===== src/rtl/mgf_pkg.sv =====
// ----------------------------------------------------------------------------
// mgf_pkg
//   Shared definitions for the MacGuffin engine arbiter slice.
//   - MGF_BLOCK_SIZE / MGF_ROUND_NUM : engine block width and round count
//   - MAX_REQ / MAX_REQ_W            : upper bound on requesters and the index
//                                      width that rr_pick works in
//   - block_t                        : one cipher block
//   - rr_pick(valid, ptr, num_req)   : round-robin grant index
// ----------------------------------------------------------------------------
package mgf_pkg;

   localparam int MGF_BLOCK_SIZE = 64;
   localparam int MGF_ROUND_NUM  = 32;

   localparam int MAX_REQ   = 8;
   localparam int MAX_REQ_W = 3;

   typedef logic [MGF_BLOCK_SIZE-1:0] block_t;

   // Returns the first index with valid set, scanning ptr, ptr+1, ... and
   // wrapping at num_req. The loop runs from the farthest offset down to the
   // nearest, so the nearest valid requester is the last (winning) write.
   // With nothing valid the result is ptr; callers qualify it with |valid.
   function automatic logic [MAX_REQ_W-1:0] rr_pick(
      input logic [MAX_REQ-1:0]   valid,
      input logic [MAX_REQ_W-1:0] ptr,
      input int                   num_req
   );
      logic [MAX_REQ_W-1:0] pick;
      int                   idx;
      pick = ptr;
      for (int k = MAX_REQ - 1; k >= 0; k--) begin
         if (k < num_req) begin
            idx = int'(ptr) + k;
            if (idx >= num_req) idx = idx - num_req;
            if (valid[MAX_REQ_W'(idx)]) pick = MAX_REQ_W'(idx);
         end
      end
      return pick;
   endfunction

endpackage


===== src/rtl/mgf_tag_fifo.sv =====
// ----------------------------------------------------------------------------
// mgf_tag_fifo
//   In-order FIFO of requester tags, one entry per block inside the engine.
//   A push while full or a pop while empty is ignored, so simultaneous push
//   and pop only both take effect when neither boundary blocks them.
//
//   clk, rst_n   clock, asynchronous active-low reset
//   i_push/i_tag write one tag
//   i_pop        retire the head tag
//   o_full       count == DEPTH
//   o_empty      count == 0
//   o_count      occupancy, 0..DEPTH
//   o_head       tag at the read pointer (meaningful when !o_empty)
// ----------------------------------------------------------------------------
module mgf_tag_fifo
   import mgf_pkg::*;
#(
   parameter int TAG_W = 1,
   parameter int DEPTH = 32
) (
   input  logic                     clk,
   input  logic                     rst_n,
   input  logic                     i_push,
   input  logic [TAG_W-1:0]         i_tag,
   input  logic                     i_pop,
   output logic                     o_full,
   output logic                     o_empty,
   output logic [$clog2(DEPTH):0]   o_count,
   output logic [TAG_W-1:0]         o_head
);

   localparam int PTR_W = $clog2(DEPTH);

   logic [TAG_W-1:0] r_mem [DEPTH];
   logic [PTR_W-1:0] r_wr_ptr;
   logic [PTR_W-1:0] r_rd_ptr;
   logic [PTR_W:0]   r_count;

   logic w_push;
   logic w_pop;

   assign o_full  = (r_count == (PTR_W+1)'(DEPTH));
   assign o_empty = (r_count == '0);
   assign o_count = r_count;
   assign o_head  = r_mem[r_rd_ptr];

   assign w_push = i_push & ~o_full;
   assign w_pop  = i_pop  & ~o_empty;

   // DEPTH is a power of two, so the pointers wrap by plain overflow.
   always_ff @(posedge clk or negedge rst_n) begin
      if (!rst_n) begin
         r_wr_ptr <= '0;
         r_rd_ptr <= '0;
         r_count  <= '0;
      end else begin
         if (w_push) r_wr_ptr <= r_wr_ptr + 1'b1;
         if (w_pop)  r_rd_ptr <= r_rd_ptr + 1'b1;
         case ({w_push, w_pop})
            2'b10:   r_count <= r_count + 1'b1;
            2'b01:   r_count <= r_count - 1'b1;
            default: r_count <= r_count;
         endcase
      end
   end

   always_ff @(posedge clk) begin
      if (w_push) r_mem[r_wr_ptr] <= i_tag;
   end

endmodule


===== src/rtl/mgf_enc_arbiter.sv =====
// ----------------------------------------------------------------------------
// mgf_enc_arbiter
//   Shares one in-order MacGuffin encryption pipeline between NUM_REQ
//   requesters. Blocks are issued round-robin, one per cycle; the requester
//   index of each issued block goes into a tag FIFO and is used to steer the
//   matching result back. A stalled result consumer stalls the whole engine
//   output (head-of-line blocking is accepted).
//
//   clk, rst_n                          clock, asynchronous active-low reset
//   req_tdata/req_tvalid/req_tready     requester plaintext streams
//   eng_in_tdata/tvalid/tready          to engine s_axis
//   eng_out_tdata/tvalid/tready         from engine m_axis
//   res_tdata                           ciphertext, shared by all requesters
//   res_tvalid/res_tready               one-hot result valid, per-requester ready
//   in_flight                           blocks inside the engine (tag count)
//   err_orphan                          sticky: engine result with no tag
//
//   Build option MGF_ARB_STATS_EN adds done_cnt, a free-running 32-bit count
//   of completed results per requester.
// ----------------------------------------------------------------------------
module mgf_enc_arbiter
   import mgf_pkg::*;
#(
   parameter int NUM_REQ    = 2,
   parameter int BLOCK_SIZE = MGF_BLOCK_SIZE,
   parameter int TAG_DEPTH  = 32
) (
   input  logic                                clk,
   input  logic                                rst_n,
   input  logic [NUM_REQ-1:0][BLOCK_SIZE-1:0]  req_tdata,
   input  logic [NUM_REQ-1:0]                  req_tvalid,
   output logic [NUM_REQ-1:0]                  req_tready,
   output logic [BLOCK_SIZE-1:0]               eng_in_tdata,
   output logic                                eng_in_tvalid,
   input  logic                                eng_in_tready,
   input  logic [BLOCK_SIZE-1:0]               eng_out_tdata,
   input  logic                                eng_out_tvalid,
   output logic                                eng_out_tready,
   output logic [BLOCK_SIZE-1:0]               res_tdata,
   output logic [NUM_REQ-1:0]                  res_tvalid,
   input  logic [NUM_REQ-1:0]                  res_tready,
   output logic [$clog2(TAG_DEPTH):0]          in_flight,
   output logic                                err_orphan
`ifdef MGF_ARB_STATS_EN
   ,
   output logic [NUM_REQ-1:0][31:0]            done_cnt
`endif
);

   localparam int TAG_W = (NUM_REQ > 1) ? $clog2(NUM_REQ) : 1;
   localparam int CNT_W = $clog2(TAG_DEPTH) + 1;

   logic [TAG_W-1:0]   r_rr_ptr;
   logic               r_err_orphan;

   logic [MAX_REQ-1:0] w_valid_ext;
   logic [TAG_W-1:0]   w_grant;
   logic               w_any_valid;
   logic               w_full;
   logic               w_empty;
   logic [TAG_W-1:0]   w_head;
   logic [CNT_W-1:0]   w_count;
   logic               w_push;
   logic               w_pop;

   // ---------------------------------------------------------------- issue
   always_comb begin
      w_valid_ext                = '0;
      w_valid_ext[NUM_REQ-1:0]   = req_tvalid;
   end

   assign w_grant     = TAG_W'(rr_pick(w_valid_ext, MAX_REQ_W'(r_rr_ptr), NUM_REQ));
   assign w_any_valid = |req_tvalid;

   // Outputs are forced low while rst_n is held, not only after the first
   // clock edge, so nothing handshakes with a half-reset engine.
   assign eng_in_tvalid = rst_n & w_any_valid & ~w_full;
   assign eng_in_tdata  = req_tdata[w_grant];

   // Ready only reaches the granted requester and only when an issue can
   // happen this cycle, so an idle arbiter shows no ready at all.
   always_comb begin
      req_tready = '0;
      if (rst_n && w_any_valid && eng_in_tready && !w_full)
         req_tready[w_grant] = 1'b1;
   end

   assign w_push = eng_in_tvalid & eng_in_tready;

   always_ff @(posedge clk or negedge rst_n) begin
      if (!rst_n) begin
         r_rr_ptr <= '0;
      end else if (w_push) begin
         r_rr_ptr <= (w_grant == TAG_W'(NUM_REQ - 1)) ? '0 : w_grant + 1'b1;
      end
   end

   // ---------------------------------------------------------------- tags
   mgf_tag_fifo #(
      .TAG_W (TAG_W),
      .DEPTH (TAG_DEPTH)
   ) u_tag_fifo (
      .clk     (clk),
      .rst_n   (rst_n),
      .i_push  (w_push),
      .i_tag   (w_grant),
      .i_pop   (w_pop),
      .o_full  (w_full),
      .o_empty (w_empty),
      .o_count (w_count),
      .o_head  (w_head)
   );

   assign in_flight = w_count;

   // ---------------------------------------------------------------- return
   assign res_tdata = eng_out_tdata;

   always_comb begin
      res_tvalid = '0;
      if (rst_n && eng_out_tvalid && !w_empty)
         res_tvalid[w_head] = 1'b1;
   end

   // With no tag outstanding any result is an orphan; accept it so the
   // engine does not wedge, and flag it.
   assign eng_out_tready = rst_n & (w_empty ? eng_out_tvalid : res_tready[w_head]);
   assign w_pop          = eng_out_tvalid & eng_out_tready & ~w_empty;

   always_ff @(posedge clk or negedge rst_n) begin
      if (!rst_n) begin
         r_err_orphan <= 1'b0;
      end else if (eng_out_tvalid && w_empty) begin
         r_err_orphan <= 1'b1;
      end
   end

   assign err_orphan = r_err_orphan;

`ifdef MGF_ARB_STATS_EN
   // ---------------------------------------------------------------- stats
   logic [NUM_REQ-1:0][31:0] r_done_cnt;

   always_ff @(posedge clk or negedge rst_n) begin
      if (!rst_n) begin
         r_done_cnt <= '0;
      end else begin
         for (int i = 0; i < NUM_REQ; i++) begin
            if (res_tvalid[i] && res_tready[i])
               r_done_cnt[i] <= r_done_cnt[i] + 32'd1;
         end
      end
   end

   assign done_cnt = r_done_cnt;
`endif

endmodule


===== config.mk =====
export PLATFORM = sky130hd
export DESIGN_NAME = mgf_enc_arbiter
export DESIGN_NICKNAME = d
export VERILOG_FILES = /design/src/rtl/mgf_pkg.sv /design/src/rtl/mgf_tag_fifo.sv /design/src/rtl/mgf_enc_arbiter.sv
export SDC_FILE = /design/constraint.sdc
export NUM_CORES = 1
export LEC_CHECK = 0
export BUFFER_PORTS_ARGS = -buffer_cell sky130_fd_sc_hd__buf_2
export CAP_MARGIN = 20
export CORE_ASPECT_RATIO = 1.4
export CORE_MARGIN = 8
export CORE_UTILIZATION = 25
export DETAILED_ROUTE_END_ITERATION = 16
export GPL_ROUTABILITY_DRIVEN = 0
export RECOVER_POWER = 50
export SETUP_SLACK_MARGIN = 0.3
export SYNTH_ARGS = -nofsm -noshare
export SYNTH_HDL_FRONTEND = slang
export SYNTH_HIERARCHICAL = 1
export SYNTH_SLANG_ARGS = --single-unit

===== constraint.sdc =====
create_clock -name clk -period 5.34 [get_ports clk]
set_input_delay 1.335 -clock clk [delete_from_list [all_inputs] [get_ports clk]]
set_output_delay 1.335 -clock clk [all_outputs]
set_load 0.1 [all_outputs]

==> reports/qor_table.md <==
| Parameter | This run |
|:---|:---|
| Cell with the most instances after synthesis | sky130_fd_sc_hd__buf_4 |
| Total number of clock tree sinks | 50 |
| Switch Pwr | 1.79 mW |
| Root Buffer | sky130_fd_sc_hd__clkbuf_16 |
| Placed standard-cell area | 0.00486 mm^2 |
| Clk buf depth | 2 |
| Worst hold-check path type | reg -> reg |
| Clock tree from TritonCTS | yes |
| Number of standard cells in the final layout excluding fillers | 706 |
| Area Growth Syn to Fin | 21.0% |
| Adder-Cell Fraction of Synth Area | 3.52% |
| Count of hold buffers inserted by post-cts repair | 0 |
| TritonCTS buffer count | 5 |
| Filler cell count | 1705 |
| Total non-filler cell area in the finished layout | 0.00499 mm^2 |
| Post-layout worst setup margin | 0.964 ns |
| Floorplan Core Area | 0.0162 mm^2 |
| Worst path slowest cell | sky130_fd_sc_hd__buf_2 |
| Share of cells above drive strength 1 | 59.0% |
| Power per standard cell area | 612 mW/mm^2 |
| First-pass GRT wire length | 23300 um |
| Post-synthesis share of cell area spent on xor and xnor gates | 2.12% |
| Clock network fraction of design power | 11.6% |
| Setup violators final | 0 |
| Shortest clock period the worst path allows after layout | 4.38 ns |
| Top post-synthesis cells by count | sky130_fd_sc_hd__buf_4, sky130_fd_sc_hd__mux2_4, sky130_fd_sc_hd__nor2_1, sky130_fd_sc_hd__edfxtp_1, sky130_fd_sc_hd__dfrtp_1 |
| Hold path startpoint | err_orphan$_DFFE_PN0P_ |
| Internal reg-to-reg setup slack | 1.14 ns |
| Yosys synthesis warning count | 6 |
| Switching Share | 58.5% |
| Max rail drop VDD | 0.544 mV |
| Design internal power | 1.27 mW |
| Number of global-route vias before repair | 3495 |
| Total power of the final layout | 3.06 mW |
| Placement row count | 55 |
| Detailed-route vias per instance | 4.54 |
| Worst Hold Endpoint | err_orphan$_DFFE_PN0P_ |
| Kind of cell adding the most delay to the critical path | buffers and inverters |
| Worst clock skew on the final layout | 0.00509 ns |
| Setup repair after global routing missed its margin | false |
| Synthesized instance count | 360 |
| Status | finished with violations |
| Post-CTS setup buffers | 0 |
| Post-route ant nets | 0 |
| Routed length per instance | 23.2 um |
| Flop pwr share | 21.2% |
| Total overflow reported by the global router | 0 |
| Share of synthesized flip-flops with an asynchronous set or reset | 36.0% |
| Total track usage | 15.0% |
| Category of the most critical setup path | in -> out |
| Vias after detailed routing | 3208 |
| Worst max-slew margin expressed relative to the limit | -54.2% |
| Height of the chip | 168 um |
| Top cells by area, synth | sky130_fd_sc_hd__edfxtp_1, sky130_fd_sc_hd__mux2_4, sky130_fd_sc_hd__buf_4 |
| Total iterations of the first detailed-routing run | 4 |
| Number of top-level design ports | 341 |
| Instance count after placement with tap cells included | 696 |
| Highest fanout seen on the critical path | 36 |
| Arrival time at the worst endpoint | 3.04 ns |
| Final worst-path cycle share | 81.9% |
| Startpoint type of the worst setup path | input port |
| Max Clk Rate | 229 MHz |
| Type of destination of the critical path | primary output |
| Post-synthesis cell type with the largest combined area | sky130_fd_sc_hd__edfxtp_1 |
| Total detailed-routing wirelength | 16400 um |
| Hold path depth | 1 |
| Share of total power in combinational logic | 67.2% |
| Post-cts gate resize count | 0 |
| Die Width | 125 um |
| Number of DRC markers in iteration 0 | 179 |
| Synth unique cells | 50 |
| Portion of netlist area occupied by mux cells | 27.2% |
| Reg2reg end | u_tag_fifo/o_count[5]$_DFFE_PN0P_ |
| Worst Tran Pin Value | 2.28 ns |
| Final net count | 715 |
| Share of the synthesized area in compound gates (AO/OA/AOI/OAI) | 4.91% |
| Combinational family with the most area after synthesis | multiplexers |
| Hold Vio Cnt, Final | 0 |
| Cell occurring most often along the worst timing path | sky130_fd_sc_hd__buf_2 |
| Data required, critical path | 4.01 ns |
| Total of buffers placed on input and output ports | 212 |
| HPWL after detailed placement | 14500 um |
| Post-synthesis register bit count | 50 |
| Post-synth design cell area | 0.00413 mm^2 |
| Pins Over Slew Limit | 12 |
| Post-Synth Simple-Gate Area | 11.2% |
| Antenna violations before repair | 1 |
| Predominant post-synthesis flop cell | sky130_fd_sc_hd__edfxtp_1 |
| Share of synthesized area occupied by flip-flops and latches | 34.2% |
| Insertion delay to the later sink of the worst-skew pair | 0.29 ns |
| Worst-path clk slew | 0.07 ns |
| Launch point of the worst reg-to-reg path | u_tag_fifo/r_rd_ptr[2]$_DFFE_PN0P_ |
| Reported leakage power | 2.29 nW |
| Violations in the final reports | capacitance limit, slew limit |
| Die area | 0.0209 mm^2 |
| Worst slack at placement | 0.957 ns |
| Synth Area per Inst | 11.5 um^2 |
| Number of synthesized flops with an enable pin | 32 |
| Final setup TNS | 0 ns |
| Chain of cells forming the critical path | buf_2 -> nand2b_1 -> a21oi_4 -> buf_12 -> mux2_4 -> buf_2 |
| DRC violation count after routing | 0 |
| Fraction of synthesized cell area taken by the top area cell type | 23.3% |
| Cell depth of the worst flop-to-flop path | 13 |
| # H-tree levels | 2 |
| Initial core utilization | 25.5% |
| Buf+Inv Stages, Crit Path | 3 |
| Post-synth net total | 571 |
| Max stage delay on crit path | 0.43 ns |
| Count of maximum capacitance violations | 1 |
| Maximum number of pins on one net before global-route repair | 37 |
cell usage in the layout (no fill, tap or decap), drive strengths merged, types with 2 or more instances in the layout:
cell	Yosys	routed
diode	0	2
mux2	67	67
o311ai	2	2
buf	76	210
a311oi	2	2
nand3b	5	5
nor2	42	42
o31a	2	2
or2	2	2
a21oi	3	3
clkbuf	5	14
ha	10	10
o31ai	2	2
nand2b	3	3
xnor2	9	9
a211oi	2	2
nand4	5	5
mux2i	7	7
nand2	13	13
nand3	4	4
mux4	5	5
nor2b	3	3
o21ai	8	8
dfrtp	18	18
and3	2	2
edfxtp	32	32
a21o	2	2
nor3b	2	2
or3b	4	4
inv	12	12
cells by family after synthesis:
group                    count (synthesis)
multiplexers                            79
adder cells (fa/ha/maj)                 11
AO/OA/AOI/OAI                           27
XOR/XNOR                                10
flip-flops                              50
buffers and inverters                   93
AND/OR/NAND/NOR                         90
per-stage QoR:
step,hold slack [ns],utilization [%]
after CTS,0.487,31.0
after global routing,0.505,30.9
after global placement,0.438,30.0
after detailed placement,0.465,30.0
after floorplan,0.502,-
final,0.485,30.9
final cells by class:
type                            count  area [um^2]  share of cell area (%)
Sequential cell                    50         1410                    28.3
Antenna cell                        2         5.00                   0.100
Multi-Input combinational cell    217         2010                    40.3
Inverter                           12         45.0                   0.902
Timing Repair Buffer              218         1110                    22.2
Tap cell                          199          249                    4.98
Clock buffer                        6          129                    2.58
Clock inverter                      2         33.8                   0.676
how the worst max path moves through the flow:
stage | from | endpoint | depth (start not counted) | slack (ns)
after CTS | req_tvalid[1] | eng_in_tdata[1] | 6 | 0.96
after detailed placement | req_tvalid[1] | eng_in_tdata[1] | 6 | 0.96
after global placement | req_tvalid[1] | eng_in_tdata[1] | 6 | 0.97
after floorplan | u_tag_fifo/o_count[0]$_DFFE_PN0P_ | eng_in_tvalid | 4 | 0.35
after global routing | u_tag_fifo/r_rd_ptr[2]$_DFFE_PN0P_ | u_tag_fifo/o_count[5]$_DFFE_PN0P_ | 13 | 0.81
final | req_tvalid[1] | eng_in_tdata[1] | 6 | 0.96
state kept, by name, summed over array words and instances, names as in the netlist:
signal	cells
r_rr_ptr	1
u_tag_fifo/r_wr_ptr	5
err_orphan	1
u_tag_fifo/r_mem	32
u_tag_fifo/o_count	6
u_tag_fifo/r_rd_ptr	5
metal layers:
layer	track usage, %	vias to the layer above	share of wire [%]
li1	-	1492	-
met1	14.6	1508	35
met2	24.4	169	46
met3	10.6	37	16
met4	4.94	2	2.3
met5	3.90	-	0.68
power groups by stage:
stage	sequential (mW)	combinational (mW)	clock, mW
final	0.647	2.05	0.355
after global placement	0.657	2.07	0
after global routing	0.664	2.15	0.379
after CTS	0.648	2.09	0.362
after floorplan	0.737	1.93	0
after detailed placement	0.654	2.09	0
Note: power is estimated with default switching activity, not from simulation.
